--- config.mk ---
export PLATFORM = sky130hd
export DESIGN_NAME = mem_stage_lsu_flat
export DESIGN_NICKNAME = d
export VERILOG_FILES = /design/src/rtl/mem_stage_lsu_if.sv /design/src/rtl/mem_stage_lsu.sv /design/src/flat_wrapper.sv
export SDC_FILE = /design/constraint.sdc
export NUM_CORES = 1
export LEC_CHECK = 0
export ABC_AREA = 1
export BUFFER_PORTS_ARGS = -buffer_cell sky130_fd_sc_hd__buf_4
export CAP_MARGIN = 15
export CORE_AREA = 5 5 137 165
export DETAILED_ROUTE_END_ITERATION = 12
export DIE_AREA = 0 0 142 170
export PLACE_DENSITY = 0.65
export SETUP_SLACK_MARGIN = 0.2
export SYNTH_ARGS = -nofsm -noshare
export SYNTH_HDL_FRONTEND = slang
export SYNTH_SLANG_ARGS = --single-unit
--- constraint.sdc ---
create_clock -name clk -period 2.7 [get_ports clk]
set_input_delay 0.135 -clock clk [delete_from_list [all_inputs] [get_ports clk]]
set_output_delay 0.135 -clock clk [all_outputs]
set_load 0.02 [all_outputs]
--- src/rtl/mem_stage_lsu_if.sv ---
// Data-bus bundle between the MEM-stage load/store unit (master) and the data memory or bus fabric (slave).
interface mem_stage_lsu_if;
  logic        bus_req;
  logic        bus_we;
  logic [31:0] bus_addr;
  logic [3:0]  bus_sel;
  logic [31:0] bus_wdata;
  logic [31:0] bus_rdata;
  logic        bus_ack;

  modport master (
    output bus_req, bus_we, bus_addr, bus_sel, bus_wdata,
    input  bus_rdata, bus_ack
  );

  modport slave (
    input  bus_req, bus_we, bus_addr, bus_sel, bus_wdata,
    output bus_rdata, bus_ack
  );
endinterface

--- src/rtl/mem_stage_lsu.sv ---
// MEM-stage load/store unit: big-endian byte lanes, IDLE/BUSY/DONE bus handshake, stall and flush handling.
// Optional LSU_TIMEOUT_EN macro adds an 8-bit BUSY watchdog that aborts the access and pulses bus_err.
module mem_stage_lsu (
  input  logic                 clk,
  input  logic                 rst_n,
  input  logic [31:0]          mem_wdata,
  input  logic [4:0]           mem_wd,
  input  logic                 mem_wreg,
  input  logic [7:0]           mem_aluop,
  input  logic [31:0]          mem_mem_addr,
  input  logic [31:0]          mem_reg2,
  input  logic [5:0]           stall,
  input  logic                 flush,
  mem_stage_lsu_if.master      bus,
  output logic [31:0]          wb_wdata,
  output logic [4:0]           wb_wd,
  output logic                 wb_wreg,
  output logic                 stallreq_mem,
  output logic                 adel,
  output logic                 ades,
  output logic                 bus_err
);

  localparam logic [7:0] EXE_LB_OP  = 8'b1110_0000;
  localparam logic [7:0] EXE_LH_OP  = 8'b1110_0001;
  localparam logic [7:0] EXE_LW_OP  = 8'b1110_0011;
  localparam logic [7:0] EXE_LBU_OP = 8'b1110_0100;
  localparam logic [7:0] EXE_LHU_OP = 8'b1110_0101;
  localparam logic [7:0] EXE_SB_OP  = 8'b1110_1000;
  localparam logic [7:0] EXE_SH_OP  = 8'b1110_1001;
  localparam logic [7:0] EXE_SW_OP  = 8'b1110_1011;

  typedef enum logic [1:0] {IDLE, BUSY, DONE} state_t;

  function automatic logic [3:0] lane_sel(input logic [7:0] op, input logic [1:0] a);
    logic [3:0] s;
    case (op)
      EXE_LB_OP, EXE_LBU_OP, EXE_SB_OP: begin
        case (a)
          2'b00:   s = 4'b1000;
          2'b01:   s = 4'b0100;
          2'b10:   s = 4'b0010;
          default: s = 4'b0001;
        endcase
      end
      EXE_LH_OP, EXE_LHU_OP, EXE_SH_OP: s = a[1] ? 4'b0011 : 4'b1100;
      default: s = 4'b1111;
    endcase
    return s;
  endfunction

  function automatic logic [31:0] store_data(input logic [7:0] op, input logic [31:0] r);
    logic [31:0] d;
    case (op)
      EXE_SB_OP: d = {4{r[7:0]}};
      EXE_SH_OP: d = {2{r[15:0]}};
      default:   d = r;
    endcase
    return d;
  endfunction

  function automatic logic [31:0] load_extend(input logic [7:0] op, input logic [1:0] a,
                                              input logic [31:0] d);
    logic signed [7:0]  b;
    logic signed [15:0] h;
    logic signed [31:0] s;
    case (a)
      2'b00:   b = d[31:24];
      2'b01:   b = d[23:16];
      2'b10:   b = d[15:8];
      default: b = d[7:0];
    endcase
    h = a[1] ? d[15:0] : d[31:16];
    case (op)
      EXE_LB_OP:  s = 32'(b);
      EXE_LBU_OP: s = {24'd0, b};
      EXE_LH_OP:  s = 32'(h);
      EXE_LHU_OP: s = {16'd0, h};
      default:    s = d;
    endcase
    return s;
  endfunction

  state_t      state, state_nxt;
  logic        is_load, is_store, is_half, is_word, misalign, valid_acc;
  logic        req_p1, we_p1;
  logic [31:0] addr_p1, wdata_p1, load_data_p1;
  logic [3:0]  sel_p1;
  logic        flushed_p1, drop_p1;
  logic        timeout_hit;
  logic        unused_stall;

  assign unused_stall = ^{stall[5], stall[3:0]};

  always_comb begin
    is_load   = mem_aluop inside {EXE_LB_OP, EXE_LBU_OP, EXE_LH_OP, EXE_LHU_OP, EXE_LW_OP};
    is_store  = mem_aluop inside {EXE_SB_OP, EXE_SH_OP, EXE_SW_OP};
    is_half   = mem_aluop inside {EXE_LH_OP, EXE_LHU_OP, EXE_SH_OP};
    is_word   = mem_aluop inside {EXE_LW_OP, EXE_SW_OP};
    misalign  = (is_half && mem_mem_addr[0]) || (is_word && (mem_mem_addr[1:0] != 2'b00));
    valid_acc = (is_load || is_store) && !misalign;
  end

  assign adel = is_load && misalign;
  assign ades = is_store && misalign;

  // drop_p1 blocks a restart of an access that was flushed or timed out until the pipeline moves on
  always_comb begin
    state_nxt = state;
    case (state)
      IDLE: if (valid_acc && !flush && !drop_p1) state_nxt = BUSY;
      BUSY: begin
        if (bus.bus_ack) state_nxt = (flush || flushed_p1) ? IDLE : DONE;
        else if (timeout_hit) state_nxt = IDLE;
      end
      DONE: if (flush || !stall[4]) state_nxt = IDLE;
      default: state_nxt = IDLE;
    endcase
  end

  always_comb begin
    wb_wd        = mem_wd;
    wb_wdata     = mem_wdata;
    wb_wreg      = mem_wreg;
    stallreq_mem = 1'b0;
    if (is_load || is_store) begin
      wb_wreg = 1'b0;
      if (state == DONE && is_load) begin
        wb_wdata = load_data_p1;
        wb_wreg  = mem_wreg;
      end
    end
    if (flush) wb_wreg = 1'b0;
    if (state == BUSY) stallreq_mem = 1'b1;
    else if (state == IDLE) stallreq_mem = valid_acc && !drop_p1;
  end

  // p1: bus request registers, captured load data and abort bookkeeping
  always_ff @(posedge clk or negedge rst_n) begin
    if (!rst_n) begin
      state        <= IDLE;
      req_p1       <= 1'b0;
      we_p1        <= 1'b0;
      addr_p1      <= 32'd0;
      sel_p1       <= 4'd0;
      wdata_p1     <= 32'd0;
      load_data_p1 <= 32'd0;
      flushed_p1   <= 1'b0;
      drop_p1      <= 1'b0;
    end else begin
      state <= state_nxt;
      if (state == IDLE && state_nxt == BUSY) begin
        req_p1   <= 1'b1;
        we_p1    <= is_store;
        addr_p1  <= {mem_mem_addr[31:2], 2'b00};
        sel_p1   <= lane_sel(mem_aluop, mem_mem_addr[1:0]);
        wdata_p1 <= store_data(mem_aluop, mem_reg2);
      end else if (state == BUSY && state_nxt != BUSY) begin
        req_p1   <= 1'b0;
        we_p1    <= 1'b0;
        addr_p1  <= 32'd0;
        sel_p1   <= 4'd0;
        wdata_p1 <= 32'd0;
      end
      if (state == BUSY && state_nxt == DONE)
        load_data_p1 <= load_extend(mem_aluop, mem_mem_addr[1:0], bus.bus_rdata);
      flushed_p1 <= (state == BUSY) && (state_nxt == BUSY) && (flushed_p1 || flush);
      if (state == BUSY && state_nxt == IDLE) drop_p1 <= 1'b1;
      else if (state == IDLE && !stall[4]) drop_p1 <= 1'b0;
    end
  end

  assign bus.bus_req   = req_p1;
  assign bus.bus_we    = we_p1;
  assign bus.bus_addr  = addr_p1;
  assign bus.bus_sel   = sel_p1;
  assign bus.bus_wdata = wdata_p1;

`ifdef LSU_TIMEOUT_EN
  logic [7:0] tmo_cnt_p1;
  logic       bus_err_p1;

  assign timeout_hit = (tmo_cnt_p1 == 8'hFF);

  always_ff @(posedge clk or negedge rst_n) begin
    if (!rst_n) begin
      tmo_cnt_p1 <= 8'd0;
      bus_err_p1 <= 1'b0;
    end else begin
      bus_err_p1 <= (state == BUSY) && !bus.bus_ack && timeout_hit;
      tmo_cnt_p1 <= (state == BUSY && state_nxt == BUSY) ? tmo_cnt_p1 + 8'd1 : 8'd0;
    end
  end

  assign bus_err = bus_err_p1;
`else
  assign timeout_hit = 1'b0;
  assign bus_err     = 1'b0;
`endif

endmodule
--- src/flat_wrapper.sv ---
// flat-port wrapper written by rule: the top's interface ports become plain ports
module mem_stage_lsu_flat 
  (clk, rst_n, mem_wdata, mem_wd, mem_wreg, mem_aluop, mem_mem_addr, mem_reg2, stall, flush, wb_wdata, wb_wd, wb_wreg, stallreq_mem, adel, ades, bus_err, bus_bus_req, bus_bus_we, bus_bus_addr, bus_bus_sel, bus_bus_wdata, bus_bus_rdata, bus_bus_ack);
  mem_stage_lsu_if bus_i ();
  input  logic clk;
  input  logic rst_n;
  input  logic [31:0] mem_wdata;
  input  logic [4:0] mem_wd;
  input  logic mem_wreg;
  input  logic [7:0] mem_aluop;
  input  logic [31:0] mem_mem_addr;
  input  logic [31:0] mem_reg2;
  input  logic [5:0] stall;
  input  logic flush;
  output logic [31:0] wb_wdata;
  output logic [4:0] wb_wd;
  output logic wb_wreg;
  output logic stallreq_mem;
  output logic adel;
  output logic ades;
  output logic bus_err;
  output wire logic [$bits(bus_i.bus_req)-1:0] bus_bus_req;
  output wire logic [$bits(bus_i.bus_we)-1:0] bus_bus_we;
  output wire logic [$bits(bus_i.bus_addr)-1:0] bus_bus_addr;
  output wire logic [$bits(bus_i.bus_sel)-1:0] bus_bus_sel;
  output wire logic [$bits(bus_i.bus_wdata)-1:0] bus_bus_wdata;
  input wire logic [$bits(bus_i.bus_rdata)-1:0] bus_bus_rdata;
  input wire logic [$bits(bus_i.bus_ack)-1:0] bus_bus_ack;
  assign bus_bus_req = bus_i.bus_req;
  assign bus_bus_we = bus_i.bus_we;
  assign bus_bus_addr = bus_i.bus_addr;
  assign bus_bus_sel = bus_i.bus_sel;
  assign bus_bus_wdata = bus_i.bus_wdata;
  assign bus_i.bus_rdata = bus_bus_rdata;
  assign bus_i.bus_ack = bus_bus_ack;
  mem_stage_lsu u_core (.clk(clk), .rst_n(rst_n), .mem_wdata(mem_wdata), .mem_wd(mem_wd), .mem_wreg(mem_wreg), .mem_aluop(mem_aluop), .mem_mem_addr(mem_mem_addr), .mem_reg2(mem_reg2), .stall(stall), .flush(flush), .bus(bus_i), .wb_wdata(wb_wdata), .wb_wd(wb_wd), .wb_wreg(wb_wreg), .stallreq_mem(stallreq_mem), .adel(adel), .ades(ades), .bus_err(bus_err));
endmodule
==> summary.txt, run 1 <==
Status: complete, no violations
Wire per inst: 15.91 µm
Clock Tree Root: clkbuf_16
Max Cap Viol: 0
Synth cell count leaders: nand2_1, nand3_1, dfrtp_1, nor2_1, inv_1
CP bufs+invs: 5
Drt initial violations: 401
Antenna violations before repair: 0
Core ar.: 20750 µm²
Minimum clock period: 2.219 ns
Ys Warns: 0
WHS Path Cells: 3
Final Setup Violations: 0
Ys async rst share: 1.000
Die height: 170 µm
ANT cells: 0
Hold WC Path Type: in -> reg
Layout Nets: 1248
XOR/XNOR share of the synthesized area: 0
Filler cell count: 2238
Worst-path fanout max: 19
CTS clk-pin slew, worst paths: 0.08 ns
Slew Viols, Final: 0
Global-route wire length before repair: 34350 µm
Critical path's slowest cell: nor2_8
Synth Area in Adders: 0
Syn Area/Cell: 6.982 µm²
Final Cell Area: 8519 µm²
Average via count per standard cell: 4.896
Final Hold Fails: 0
Largest family of logic cells by synthesized area: simple AND/OR/NAND/NOR gates
Unrepaired setup endpoints after global routing: false
Gate Count Post-Synth: 879
Largest net degree at the start of global routing: 69
GRT overflow: 0
Top cells by area, synth: dfrtp_1, nand2_1, nand3_1, nor2_1, inv_1
Chip width: 142 µm
Fmax: 0.4506 GHz
Hold Slack: 0.01726 ns
Initial Utilization: 0.2957
Synth Area in Compound Gates: 0.06809
R2R cell count: 10
Clock Path Buffers: 2
Post-Place Cell Area: 8128 µm²
Final wirelength: 21810 µm
Skew final: 0.01155 ns
Pre-CTS setup slack: 0.3349 ns
Ys flop type: dfrtp_1
Worst EP required: 2.57 ns
Peak VDD IR: 301.3 µV
Top cell type's share of synthesized area: 0.4241
Leakage power: 4.799 nW
Largest stage delay, worst path: 0.30 ns
Worst-Margin Slew: 1.072 ns
H-Tree Depth: 3
DIE AREA: 24140 µm²
CTS tree: yes
Post-Syn Area: 6137 µm²
Layout cells sized above 1: 0.2743
Post-DP HPWL: 15760 µm
Reg2Reg Setup Slack: 0.84 ns
Via count: 6712
Io pins: 264
Most frequent cell after synthesis: nand2_1
Critical path endpoint category: primary output
Clock sinks: 104
Period utilization: 0.8219
CP Data Arrival Time: 2.08 ns
DRC: 0
Rows: 58
Post-synthesis sequential area ratio: 0.4241
PwrDens: 582.2 nW/µm²
Layout area overhead: 38.82%
Synthesized flop and latch total: 104
Simple-gate share of the synthesized area: 0.4183
TritonCTS buffer count: 9
Max_slew headroom: 0.2852
Antenna-violating nets left: 0
Clk_lat worst skew: 0.35 ns
Post-synth EDFFs: 0
Setup Fix Bufs, Post-CTS: 0
DR pass1 iterations: 5
Post-synthesis mux area share: 0
Final Worst Setup Slack: 0.4810 ns
Critical path depth: 13
Setup TNS: 0 ns
Worst path cell trace: buf_4 -> inv_2 -> nand2_1 -> nor2_1 -> nand2_2 -> inv_1 -> nor2_8 -> nand2_2 -> nand2_2 -> buf_4 -> nand2_1 -> nand2_1 -> buf_4
Post-synthesis cell type count: 31
Buffers on Ports: 245
Post-synth top area cell: dfrtp_1
WS Path Type: in -> out
Startpoint Class: input port
Family with the most delay on the worst path: simple AND/OR/NAND/NOR gates
Vias in the first global route: 6600
Gr usage total: 0.1755
Final Wtd Congestion: 0.8262
-- cells in the final DEF (no fill, tap or decap), drive strengths merged, types with 10 or more instances in the layout --
cell type	netlist	layout
a21oi	16	16
buf	47	262
clkbuf	22	10
dfrtp	104	104
dlygate4sd3	0	10
inv	46	48
nand2	330	330
nand3	197	197
nand4	12	12
nor2	49	50
o21ai	25	25
-- path summary, 6_finish.rpt --
path / endpoint / startpoint
hold / removal: u_core.bus.bus_addr[7] / mem_mem_addr[7]
setup reg to reg: u_core.load_data_p1[0] / u_core.state[0]
setup / recovery: wb_wdata[10] / mem_aluop[1]
hold reg to reg: u_core.load_data_p1[21] / u_core.load_data_p1[21]
min in group asynchronous: u_core.load_data_p1[10] / rst_n
max in group asynchronous: u_core.bus.bus_wdata[11] / rst_n
-- registers in the layout, indices dropped and copies added (netlist names) --
| name | flops |
|---|---|
| u_core.bus.bus_addr | 30 |
| u_core.bus.bus_req | 1 |
| u_core.bus.bus_sel | 4 |
| u_core.bus.bus_wdata | 32 |
| u_core.bus.bus_we | 1 |
| u_core.drop_p1 | 1 |
| u_core.flushed_p1 | 1 |
| u_core.load_data_p1 | 32 |
| u_core.state | 2 |
-- timing repair --
action	4_1_cts	5_1_grt
hold buffers	9	1
endpoints found under the hold margin	58	1
gates resized for setup	0	0
endpoints found under the setup margin	0	15
-- worst min-delay path, cell delays in order --
cell	delay (ns)
buf_4	0.08
nand3_1	0.06
nand2_1	0.06
-- per-layer routing --
layer	GRT usage	part of all wire	vias up
met5	0	0	-
met3	0.03401	0.075	19
met4	0.04633	0.017	0
li1	-	-	3288
met1	0.2278	0.42	3125
met2	0.2990	0.49	280
-- cell type report --
class | instances | area [µm²] | area share
clock inverter | 6 | 51.30 | 0.006021
sequential | 104 | 2603 | 0.3055
clock buffer | 10 | 229.0 | 0.02688
timing repair buffer | 272 | 2105 | 0.2470
multi-input combinational | 662 | 3018 | 0.3542
inverter | 47 | 176.4 | 0.02071
tap | 270 | 337.8 | 0.03965
-- logic make-up after synthesis --
| family | after synthesis |
|---|---|
| and+or+nand+nor | 593 |
| AOI/OAI and AO/OA | 65 |
| other | 1 |
| DFF | 104 |
| buffers and inverters | 116 |
-- stage by stage --
step	std cells	power, mW	utilization
6_report	1371	4.960	0.4105
5_1_grt	1371	5.283	0.4105
4_1_cts	1369	5.041	0.4095
3_5_place_dp	1344	3.743	0.3916
3_3_place_gp	1344	3.710	0.3916
2_1_floorplan	881	2.931	-
-- power by group --
group	leakage, nW	switching, mW	internal, mW
registers	1.38	0.208	1.91
logic	3.28	0.870	0.708
clock network	0.139	0.621	0.641
Note: power is estimated with default switching activity, not from simulation.
==> run 2: changes to the inputs <==
--- a/config.mk
+++ b/config.mk
@@ -11,7 +11,7 @@
 export CORE_AREA = 5 5 137 165
 export DETAILED_ROUTE_END_ITERATION = 12
 export DIE_AREA = 0 0 142 170
-export PLACE_DENSITY = 0.65
+export PLACE_DENSITY = 0.67
 export SETUP_SLACK_MARGIN = 0.2
 export SYNTH_ARGS = -nofsm -noshare
 export SYNTH_HDL_FRONTEND = slang
==> constraint.sdc (replaced) <==
create_clock -name clk -period 1.9 [get_ports clk]
set_input_delay 0.095 -clock clk [delete_from_list [all_inputs] [get_ports clk]]
set_output_delay 0.095 -clock clk [all_outputs]
set_load 0.02 [all_outputs]
==> summary.txt, run 2 (synthesized netlist as in run 1, its figures left out) <==
Buffers on Ports: 245 (unchanged)
Chip width: 142 µm (unchanged)
CP bufs+invs: 4 (was 5)
Rows: 58 (unchanged)
Worst EP required: 1.80 ns (was 2.57 ns)
Largest stage delay, worst path: 0.40 ns (was 0.30 ns)
Top sig layer: met4 (unchanged)
Routed length on met3: 1874 µm (was 1629 µm)
Post-DP HPWL: 15600 µm (was 15760 µm)
Status: complete, no violations (unchanged)
Critical path's slowest cell: dfrtp_1 (was nor2_8)
Final Wtd Congestion: 0.8374 (was 0.8262)
Layout cells sized above 1: 0.2803 (was 0.2743)
Core ar.: 20750 µm² (unchanged)
PwrDens: 797.5 nW/µm² (was 582.2 nW/µm²)
Io pins: 264 (unchanged)
Initial Utilization: 0.2957 (unchanged)
Slew Viols, Final: 0 (unchanged)
Layout Nets: 1286 (was 1248)
Final Cell Area: 8985 µm² (was 8519 µm²)
Clk_lat worst skew: 0.35 ns (about the same)
CTS clk-pin slew, worst paths: 0.07 ns (was 0.08 ns)
Max Cap Viol: 0 (unchanged)
Via count: 6814 (was 6712)
Clock sinks: 104 (unchanged)
Drt initial violations: 484 (was 401)
Period utilization: 0.8527
Final Setup Violations: 0 (unchanged)
WS Path Type: reg -> out (was in -> out)
DRC: 0 (unchanged)
Family with the most delay on the worst path: buffers and inverters (was simple AND/OR/NAND/NOR gates)
Minimum clock period: 1.620 ns
Max_slew headroom: 0.4830 (was 0.2852)
Average via count per standard cell: 4.833 (was 4.896)
Leakage power: 4.997 nW (was 4.799 nW)
DR pass1 iterations: 5 (unchanged)
Peak VDD IR: 432.1 µV (was 301.3 µV)
Die height: 170 µm (unchanged)
Worst-path fanout max: 16 (was 19)
Worst path cell trace: inv_2 -> nand2_2 -> inv_4 -> buf_12 -> nand3_1 -> nand2_1 -> buf_4 (was buf_4 -> inv_2 -> nand2_1 -> nor2_1 -> nand2_2 -> inv_1 -> nor2_8 -> nand2_2 -> nand2_2 -> buf_4 -> nand2_1 -> nand2_1 -> buf_4)
Unrepaired setup endpoints after global routing: false (unchanged)
TritonCTS buffer count: 9 (unchanged)
Final Hold Fails: 0 (unchanged)
Setup TNS: 0 ns (unchanged)
Fmax: 0.6173 GHz
CTS tree: yes (unchanged)
Met1 WL: 9020 µm (was 9209 µm)
DIE AREA: 24140 µm² (unchanged)
Skew final: 0.01105 ns (was 0.01155 ns)
Most frequent cells in the layout: nand2_1, buf_4, nand3_1 (unchanged)
Global-route wire length before repair: 35130 µm (was 34350 µm)
Startpoint Class: register (was input port)
Most common cell after layout, fill and taps aside: nand2_1 (unchanged)
CP Data Arrival Time: 1.53 ns (was 2.08 ns)
Final wirelength: 22530 µm (was 21810 µm)
GRT overflow: 0 (unchanged)
Worst-Margin Slew: 0.7755 ns (was 1.072 ns)
Critical path endpoint category: primary output (unchanged)
Clock Path Buffers: 2 (unchanged)
Antenna-violating nets left: 0 (unchanged)
Met2 WL: 11250 µm (was 10610 µm)
Post-Place Cell Area: 8255 µm² (was 8128 µm²)
Vias in the first global route: 6693 (was 6600)
Gr usage total: 0.1794 (was 0.1755)
H-Tree Depth: 3 (unchanged)
Largest net degree at the start of global routing: 105 (was 69)
Wire per inst: 15.98 µm (was 15.91 µm)
Hold WC Path Type: in -> reg (unchanged)
Clock Tree Root: clkbuf_16 (unchanged)
Antenna violations before repair: 0 (unchanged)
Layout area overhead: 46.40% (was 38.82%)
==> run 2: cell count changes in the layout (fill, tap and decap cells not counted), moves of 3 or more <==
cell / previous run / this run
buf_12: 3 / 8
buf_4: 259 / 263
inv_1: 42 / 39
nand2_1: 323 / 320
dlygate4sd3_1: 10 / 37
==> run 2: repair_timing <==
action | CTS | global route
buffers inserted | 0 | 2
hold endpoints to repair | 140 | 0
cloned | 0 | 1
hold buffers | 37 | 0
endpoints found under the setup margin | 34 | 41
gates resized for setup | 3 | 10
==> run 2: report_power, final <==
part / internal, mW / leakage [nW] / total, mW / switching [mW]
Clock: 0.907 / 0.132 / 1.82 / 0.910
Combinational: 1.05 / 3.49 / 2.33 / 1.28
Sequential: 2.72 / 1.38 / 3.02 / 0.297
Total: 4.68 / 5.00 / 7.17 / 2.48
==> run 2: area by class of cell <==
type / instances / area (µm²)
Tap cell: 270 / 337.8
Sequential cell: 104 / 2603
Clock buffer: 9 / 225.2
Inverter: 47 / 178.9
Timing Repair Buffer: 311 / 2556
Clock inverter: 6 / 55.05
Fill cell: 2109 / 11770
Multi-Input combinational cell: 661 / 3024
Antenna cell: 2 / 5.005
==> run 2: final timing paths <==
check	slack, ns	to	depth (start not counted)	from
min in group asynchronous	0.35	u_core.load_data_p1[10]	3	rst_n
setup / recovery	0.28	wb_wdata[31]	7	u_core.state[0]
max in group asynchronous	1.03	u_core.bus.bus_wdata[27]	3	rst_n
hold reg to reg	0.48	u_core.load_data_p1[20]	2	u_core.load_data_p1[20]
hold / removal	0.01	u_core.bus.bus_wdata[3]	3	mem_reg2[3]
setup reg to reg	0.33	u_core.bus.bus_addr[26]	6	u_core.state[0]
==> run 2: worst register-to-register path, delay by kind of cell, from the launching register on <==
kind / cells / cell delay (ns)
flip-flops: 1 / 0.40
AND/OR/NAND/NOR: 4 / 0.68
buffers and inverters: 2 / 0.40
==> run 2: layer usage <==
metal / GRT usage / up-vias
met1: 0.2264 / 3136
met3: 0.03907 / 27
li1: - / 3370
met4: 0.04967 / 0
met2: 0.3091 / 281
met5: 0 / -
==> run 2: metrics by stage <==
| step | setup WS (ns) | utilization | instances | power (mW) | hold slack, ns |
|---|---|---|---|---|---|
| finish | 0.2800 | 0.4329 | 1410 | 7.165 | 0.01351 |
| floorplan | 0.3674 | - | 881 | 4.165 | -0.2006 |
| global route | 0.1941 | 0.4327 | 1408 | 7.591 | 0.007322 |
| global placement | 0.08924 | 0.3978 | 1353 | 5.287 | 0.1901 |
| detailed placement | 0.09495 | 0.3978 | 1353 | 5.340 | 0.1901 |
| CTS | 0.1872 | 0.4295 | 1405 | 7.263 | 0.0003305 |
